--- config.mk ---
export PLATFORM = sky130hd
export DESIGN_NAME = decode_stage
export DESIGN_NICKNAME = d
export VERILOG_FILES = /design/src/rtl/decode_stage.sv
export SDC_FILE = /design/constraint.sdc
export NUM_CORES = 2
export LEC_CHECK = 0
export BUFFER_PORTS_ARGS = -buffer_cell sky130_fd_sc_hd__buf_2
export CORE_ASPECT_RATIO = 0.75
export CORE_UTILIZATION = 50
export CTS_BUF_LIST = sky130_fd_sc_hd__clkbuf_4 sky130_fd_sc_hd__clkbuf_8 sky130_fd_sc_hd__clkbuf_16
export CTS_CLUSTER_SIZE = 20
export DETAILED_ROUTE_END_ITERATION = 10
export GPL_TIMING_DRIVEN = 1
export PLACE_DENSITY = 0.67
export SYNTH_ARGS = -nofsm -noshare
export SYNTH_HDL_FRONTEND = slang
export SYNTH_SLANG_ARGS = --single-unit
export TNS_END_PERCENT = 30
--- constraint.sdc ---
create_clock -name clk -period 2.7 [get_ports clk]
set_clock_uncertainty 0.1 [all_clocks]
set_input_delay 0.405 -clock clk [delete_from_list [all_inputs] [get_ports clk]]
set_output_delay 0.405 -clock clk [all_outputs]
set_load 0.01 [all_outputs]
--- src/rtl/decode_stage.sv ---
// RV32I decode: register file with write-back bypass, immediate/control decode, load-use detection.
// Latency 1 cycle to the ID/EX bundle; a downstream stall holds the bundle, a load-use hazard inserts a bubble.
module decode_stage #(
   parameter int              XLEN     = 32,
   parameter logic [XLEN-1:0] RESET_PC = '0
) (
   input  logic            clk,
   input  logic            reset,
   input  logic [XLEN-1:0] i_pipe_PC,
   input  logic [31:0]     i_pipe_Instruction,
   input  logic            i_pipe_stall,
   input  logic            i_flush,
   input  logic            i_ex_mem_read,
   input  logic [4:0]      i_ex_rd,
   input  logic            i_wb_en,
   input  logic [4:0]      i_wb_rd,
   input  logic [XLEN-1:0] i_wb_data,
   output logic            o_hazard_stall,
   output logic            o_pipe_valid,
   output logic [XLEN-1:0] o_pipe_PC,
   output logic [XLEN-1:0] o_pipe_rs1_data,
   output logic [XLEN-1:0] o_pipe_rs2_data,
   output logic [31:0]     o_pipe_imm,
   output logic [4:0]      o_pipe_rs1,
   output logic [4:0]      o_pipe_rs2,
   output logic [4:0]      o_pipe_rd,
   output logic [2:0]      o_pipe_funct3,
   output logic            o_pipe_funct7b5,
   output logic            o_pipe_reg_write,
   output logic            o_pipe_mem_read,
   output logic            o_pipe_mem_write,
   output logic            o_pipe_alu_src_imm,
   output logic            o_pipe_branch,
   output logic            o_pipe_jump
);
   localparam logic [6:0] OP_LUI    = 7'b0110111;
   localparam logic [6:0] OP_AUIPC  = 7'b0010111;
   localparam logic [6:0] OP_JAL    = 7'b1101111;
   localparam logic [6:0] OP_JALR   = 7'b1100111;
   localparam logic [6:0] OP_BRANCH = 7'b1100011;
   localparam logic [6:0] OP_LOAD   = 7'b0000011;
   localparam logic [6:0] OP_STORE  = 7'b0100011;
   localparam logic [6:0] OP_IMM    = 7'b0010011;
   localparam logic [6:0] OP_OP     = 7'b0110011;

   typedef struct packed {
      logic            valid;
      logic [XLEN-1:0] pc;
      logic [XLEN-1:0] rs1_data;
      logic [XLEN-1:0] rs2_data;
      logic [31:0]     imm;
      logic [4:0]      rs1;
      logic [4:0]      rs2;
      logic [4:0]      rd;
      logic [2:0]      funct3;
      logic            funct7b5;
      logic            reg_write;
      logic            mem_read;
      logic            mem_write;
      logic            alu_src_imm;
      logic            branch;
      logic            jump;
   } idex_t;

   logic [XLEN-1:0] regs [32];
   logic [31:0]     ins;
   logic [6:0]      opcode;
   logic [4:0]      rs1, rs2;
   logic [31:0]     imm_i, imm_s, imm_b, imm_u, imm_j;
   logic [XLEN-1:0] rs1_val, rs2_val;
   logic            rs1_used, rs2_used;
   idex_t           dec, bubble, idex_q;

   assign ins    = i_pipe_Instruction;
   assign opcode = ins[6:0];
   assign rs1    = ins[19:15];
   assign rs2    = ins[24:20];

   assign imm_i = {{20{ins[31]}}, ins[31:20]};
   assign imm_s = {{20{ins[31]}}, ins[31:25], ins[11:7]};
   assign imm_b = {{20{ins[31]}}, ins[7], ins[30:25], ins[11:8], 1'b0};
   assign imm_u = {ins[31:12], 12'b0};
   assign imm_j = {{12{ins[31]}}, ins[19:12], ins[20], ins[30:21], 1'b0};

   // Write-back in the same cycle wins over the stored value.
   assign rs1_val = (rs1 == 5'd0) ? '0 :
                    (i_wb_en && i_wb_rd == rs1) ? i_wb_data : regs[rs1];
   assign rs2_val = (rs2 == 5'd0) ? '0 :
                    (i_wb_en && i_wb_rd == rs2) ? i_wb_data : regs[rs2];

   always_comb begin
      bubble    = '0;
      bubble.pc = RESET_PC;
   end

   // Unrecognised opcodes decode to a bubble so EX never sees stale fields.
   always_comb begin
      dec          = bubble;
      rs1_used     = 1'b1;
      rs2_used     = 1'b0;
      case (opcode)
         OP_LUI, OP_AUIPC: begin
            dec.valid = 1'b1; dec.reg_write = 1'b1; dec.alu_src_imm = 1'b1;
            dec.imm = imm_u; rs1_used = 1'b0;
         end
         OP_JAL: begin
            dec.valid = 1'b1; dec.reg_write = 1'b1; dec.jump = 1'b1;
            dec.imm = imm_j; rs1_used = 1'b0;
         end
         OP_JALR: begin
            dec.valid = 1'b1; dec.reg_write = 1'b1; dec.jump = 1'b1;
            dec.alu_src_imm = 1'b1; dec.imm = imm_i;
         end
         OP_BRANCH: begin
            dec.valid = 1'b1; dec.branch = 1'b1; dec.imm = imm_b; rs2_used = 1'b1;
         end
         OP_LOAD: begin
            dec.valid = 1'b1; dec.reg_write = 1'b1; dec.mem_read = 1'b1;
            dec.alu_src_imm = 1'b1; dec.imm = imm_i;
         end
         OP_STORE: begin
            dec.valid = 1'b1; dec.mem_write = 1'b1; dec.alu_src_imm = 1'b1;
            dec.imm = imm_s; rs2_used = 1'b1;
         end
         OP_IMM: begin
            dec.valid = 1'b1; dec.reg_write = 1'b1; dec.alu_src_imm = 1'b1; dec.imm = imm_i;
         end
         OP_OP: begin
            dec.valid = 1'b1; dec.reg_write = 1'b1; rs2_used = 1'b1;
         end
         default: ;
      endcase
      if (dec.valid) begin
         dec.pc       = i_pipe_PC;
         dec.rs1_data = rs1_val;
         dec.rs2_data = rs2_val;
         dec.rs1      = rs1;
         dec.rs2      = rs2;
         dec.rd       = ins[11:7];
         dec.funct3   = ins[14:12];
         dec.funct7b5 = ins[30];
      end
   end

   assign o_hazard_stall = !i_flush && i_ex_mem_read && (i_ex_rd != 5'd0) &&
                           ((i_ex_rd == rs1 && rs1_used) || (i_ex_rd == rs2 && rs2_used));

   always_ff @(posedge clk) begin
      if (reset) begin
         for (int i = 0; i < 32; i++) regs[i] <= '0;
      end else if (i_wb_en && i_wb_rd != 5'd0) begin
         regs[i_wb_rd] <= i_wb_data;
      end
   end

   always_ff @(posedge clk) begin
      if (reset || i_flush)   idex_q <= bubble;
      else if (i_pipe_stall)  idex_q <= idex_q;
      else if (o_hazard_stall) idex_q <= bubble;
      else                    idex_q <= dec;
   end

   assign o_pipe_valid       = idex_q.valid;
   assign o_pipe_PC          = idex_q.pc;
   assign o_pipe_rs1_data    = idex_q.rs1_data;
   assign o_pipe_rs2_data    = idex_q.rs2_data;
   assign o_pipe_imm         = idex_q.imm;
   assign o_pipe_rs1         = idex_q.rs1;
   assign o_pipe_rs2         = idex_q.rs2;
   assign o_pipe_rd          = idex_q.rd;
   assign o_pipe_funct3      = idex_q.funct3;
   assign o_pipe_funct7b5    = idex_q.funct7b5;
   assign o_pipe_reg_write   = idex_q.reg_write;
   assign o_pipe_mem_read    = idex_q.mem_read;
   assign o_pipe_mem_write   = idex_q.mem_write;
   assign o_pipe_alu_src_imm = idex_q.alu_src_imm;
   assign o_pipe_branch      = idex_q.branch;
   assign o_pipe_jump        = idex_q.jump;
endmodule

==> results by group <==
Outcome
  • Status: finished, final reports clean

Placement
  • Dpl hpwl: between 100000 and 150000 um
  • Global placer's final weighted congestion: 0.920
  • Number of port buffers: roughly 270

Critical path
  • Register-to-register setup slack: roughly 0.54 ns
  • CP max-delay cell: sky130_fd_sc_hd__or3b_2
  • Origin of the critical flop-to-flop path: regs[24][31]$_SDFFCE_PN0P_
  • Worst EP arrival: 2.10 ns
  • Most Frequent Cell on Critical Path: sky130_fd_sc_hd__buf_2
  • Delay of the slowest cell on the worst path: 0.46 ns
  • Required time of the critical path: 2.19 ns
  • Category of the worst setup path launch point: input pin
  • Crit path max fanout: 4
  • Crit path buf inv count: 3
  • Kind of end point of the critical path: output pin
  • Reg-to-reg endpoint: o_pipe_rs2_data[31]$_SDFFE_PP0N_
  • Cell-by-cell listing of the critical path: buf_2 -> or3b_2 -> a21oi_1 -> nor3_1 -> o21ai_2 -> inv_1 -> buf_2
  • Top delay family on crit path: compound AO/OA/AOI/OAI gates
  • Worst-case reg-to-reg path depth: 5
  • Startpoint-to-endpoint class of the critical path: in -> out

Die
  • Height of the die: a little over 300 um
  • Io pins: 267
  • Die X-Extent: 404 um
  • # rows: 110
  • Area of the placeable core: 120000 um^2
  • Effective utilization at floorplan: approximately 50%
  • Total Die Area: between 100000 and 150000 um^2

Finish
  • Commonest cells after routing, fill and taps aside: sky130_fd_sc_hd__edfxtp_1, sky130_fd_sc_hd__and2_1, sky130_fd_sc_hd__mux4_2, sky130_fd_sc_hd__buf_4, sky130_fd_sc_hd__buf_2
  • Syn-to-layout area delta: 17.3%
  • Nets@finish: 4690
  • Fraction of final layout cells sized beyond drive strength 1: 30.7%
  • Commonest non-fill, non-tap cell in the layout: sky130_fd_sc_hd__edfxtp_1
  • Layout Utilization: around three fifths

Logic synthesis
  • Post-Synthesis Cells: 4187
  • Average size of a mapped cell: between 10 and 15 um^2
  • Post-synth design cell area: 60600 um^2
  • Library cells used by synthesis: 53
  • Register bit count reported by yosys: 1178
  • Flip-flop cell with the highest count after synthesis: sky130_fd_sc_hd__edfxtp_1
  • Number of enable-type register cells in the synthesized netlist: 1024
  • Post-synthesis async set-or-reset flop share: 0%
  • Number of warning messages in the yosys log: 0
  • Sequential share of the synthesized area: 55.9%

Route
  • Metal-1 WL: 77600 um
  • Vias post-DR: ~41000
  • Remaining DRCs: 0
  • Top layer used by detailed routing: met5
  • Routed vias/inst: 6.47
  • Number of nets with antenna violations after routing: 0
  • Met2 WL: about 86000 um
  • Met3 wirelength from detailed routing: 27400 um
  • Final wirelength: 199000 um
  • Avg WL per Cell: 31.6 um
  • Number of DRC violations after detailed-routing iteration 0: between 6000 and 7000
  • Detailed-routing iteration count for the pre-antenna-repair pass: 8

Power
  • Total power density per cell area: 607 nW/um^2
  • Worst voltage drop across the vdd grid: 541 uV
  • Leakage power: 26.0 nW
  • Overall power: 43.1 mW

Clock tree
  • # hold bufs at CTS: 49
  • Clk slew on worst S/H paths: ~0.060 ns
  • TritonCTS Buffers: 115
  • Worst-case clock buffer depth: 3
  • CTS-repair resized insts: 0
  • Count of H-tree levels built during CTS: 3
  • CTS Root Cell: sky130_fd_sc_hd__clkbuf_16
  • Total setup buffers inserted after CTS: 0
  • CTS tree: built
  • Clock Latency Late Sink: 0.75 ns
  • Clock sinks: 1178

Timing
  • Clock period minus final worst setup slack: 2.60 ns
  • Hold Worst Slack: 0.0599 ns
  • Fin crit share: about 96%
  • Relative slew slack: 42.7%
  • Final Slew Violations: 0
  • RSZ-0062 raised after global routing: no
  • Accumulated negative setup slack: 0 ns
  • Final hold violation count: 0
  • Final-report setup violation count: 0
  • Slew at the pin closest to its max-slew limit: 0.860 ns
  • Max Clock Freq: 384 MHz

Job
  • Max-cap violations: 0

Global routing
  • Via count of the first global-routing pass: 39300
  • First-pass GRT wire length: 284000 um
  • Pin count of the biggest net entering global routing: 64
  • Total overflow reported by the global router: 0
  • GRT Total Usage: 32.5%
  • Antenna violations before repair: 19

Min path
  • Worst hold path startpoint: i_pipe_Instruction[18]
  • Worst min-delay path endpoint: o_pipe_rs1[3]$_SDFFE_PP0N_
  • Hold Path Depth: 2
  • Type of the most critical hold path: in -> reg
[report_power, final]
part           switching [mW]  internal, mW  total, mW
Clock                    7.31          9.39       16.7
Sequential              0.456          20.6       21.1
Combinational            2.91          2.43       5.33
Total                    10.7          32.5       43.1
[worst reg2reg max path: stages (launching register included)]
cell	delay, ns
sky130_fd_sc_hd__edfxtp_1	0.40
sky130_fd_sc_hd__mux4_2	0.48
sky130_fd_sc_hd__mux2i_1	0.31
sky130_fd_sc_hd__a22oi_1	0.19
sky130_fd_sc_hd__a21oi_1	0.42
sky130_fd_sc_hd__o31ai_1	0.13
[layout make-up]
cell class	instances	area, um^2
Multi-Input combinational cell	2594	25300
Sequential cell	1178	33800
Timing Repair Buffer	686	5980
Inverter	3	11.3
Fill cell	9197	49000
Clock buffer	159	3350
Antenna cell	5	12.5
Clock inverter	59	549
Tap cell	1624	2030
[worst max path at each step]
stage | slack, ns | cells past startpoint | start | endpoint
finish | 0.1 | 7 | i_pipe_Instruction[6] | o_hazard_stall
global route | 0.03 | 7 | i_pipe_Instruction[3] | o_hazard_stall
CTS | 0.13 | 7 | i_pipe_Instruction[6] | o_hazard_stall
detailed placement | -0.05 | 8 | i_pipe_Instruction[20] | o_pipe_rs2_data[31]$_SDFFE_PP0N_
global placement | -0.04 | 8 | i_pipe_Instruction[20] | o_pipe_rs2_data[31]$_SDFFE_PP0N_
floorplan | 0.27 | 9 | i_pipe_Instruction[16] | o_pipe_rs1_data[21]$_SDFFE_PP0N_
[state kept, by name, summed over array words and instances (netlist names), 3 cells and up]
register and flops:
o_pipe_PC 32, o_pipe_funct3 3, o_pipe_imm 32, o_pipe_rd 5, o_pipe_rs1 5, o_pipe_rs1_data 32, o_pipe_rs2 5, o_pipe_rs2_data 32
regs 1024
[synth_stat cells, types with 70 or more instances]
| cell | instances | area [um^2] |
|---|---|---|
| sky130_fd_sc_hd__dfxtp_1 | 154 | 3080 |
| sky130_fd_sc_hd__edfxtp_1 | 1024 | 30700 |
| sky130_fd_sc_hd__nor2_1 | 128 | 480 |
| sky130_fd_sc_hd__buf_2 | 101 | 505 |
| sky130_fd_sc_hd__clkbuf_1 | 324 | 1220 |
| sky130_fd_sc_hd__mux4_2 | 510 | 11500 |
| sky130_fd_sc_hd__and2_1 | 994 | 6220 |
| sky130_fd_sc_hd__mux2i_1 | 195 | 1950 |
| sky130_fd_sc_hd__a21oi_1 | 78 | 390 |
| sky130_fd_sc_hd__a32oi_1 | 70 | 613 |
| sky130_fd_sc_hd__nand2_1 | 148 | 556 |
| sky130_fd_sc_hd__a22oi_1 | 86 | 646 |
[per-stage QoR]
step,setup WS (ns),cell area (um^2),cells
after global placement,-0.0374,66600,6036
after floorplan,0.273,60700,4218
final,0.0980,71000,6308
after detailed placement,-0.0502,66600,6036
after CTS,0.131,71000,6303
after global routing,0.0286,71000,6307
[per-layer routing]
metal	vias up	GRT usage [%]
met5	-	0.686
met4	14	11.9
met3	425	9.65
met2	2940	47.9
met1	20700	45.9
li1	16700	-
[logic make-up after synthesis]
family	share of synthesized area, %
and+or+nand+nor	13.9
DFF	55.9
muxes	22.2
buffers and inverters	3.00
AOI/OAI and AO/OA	4.77
xor gates and xnor gates	0.289
other	0.00619
Note: power is estimated with default switching activity, not from simulation.
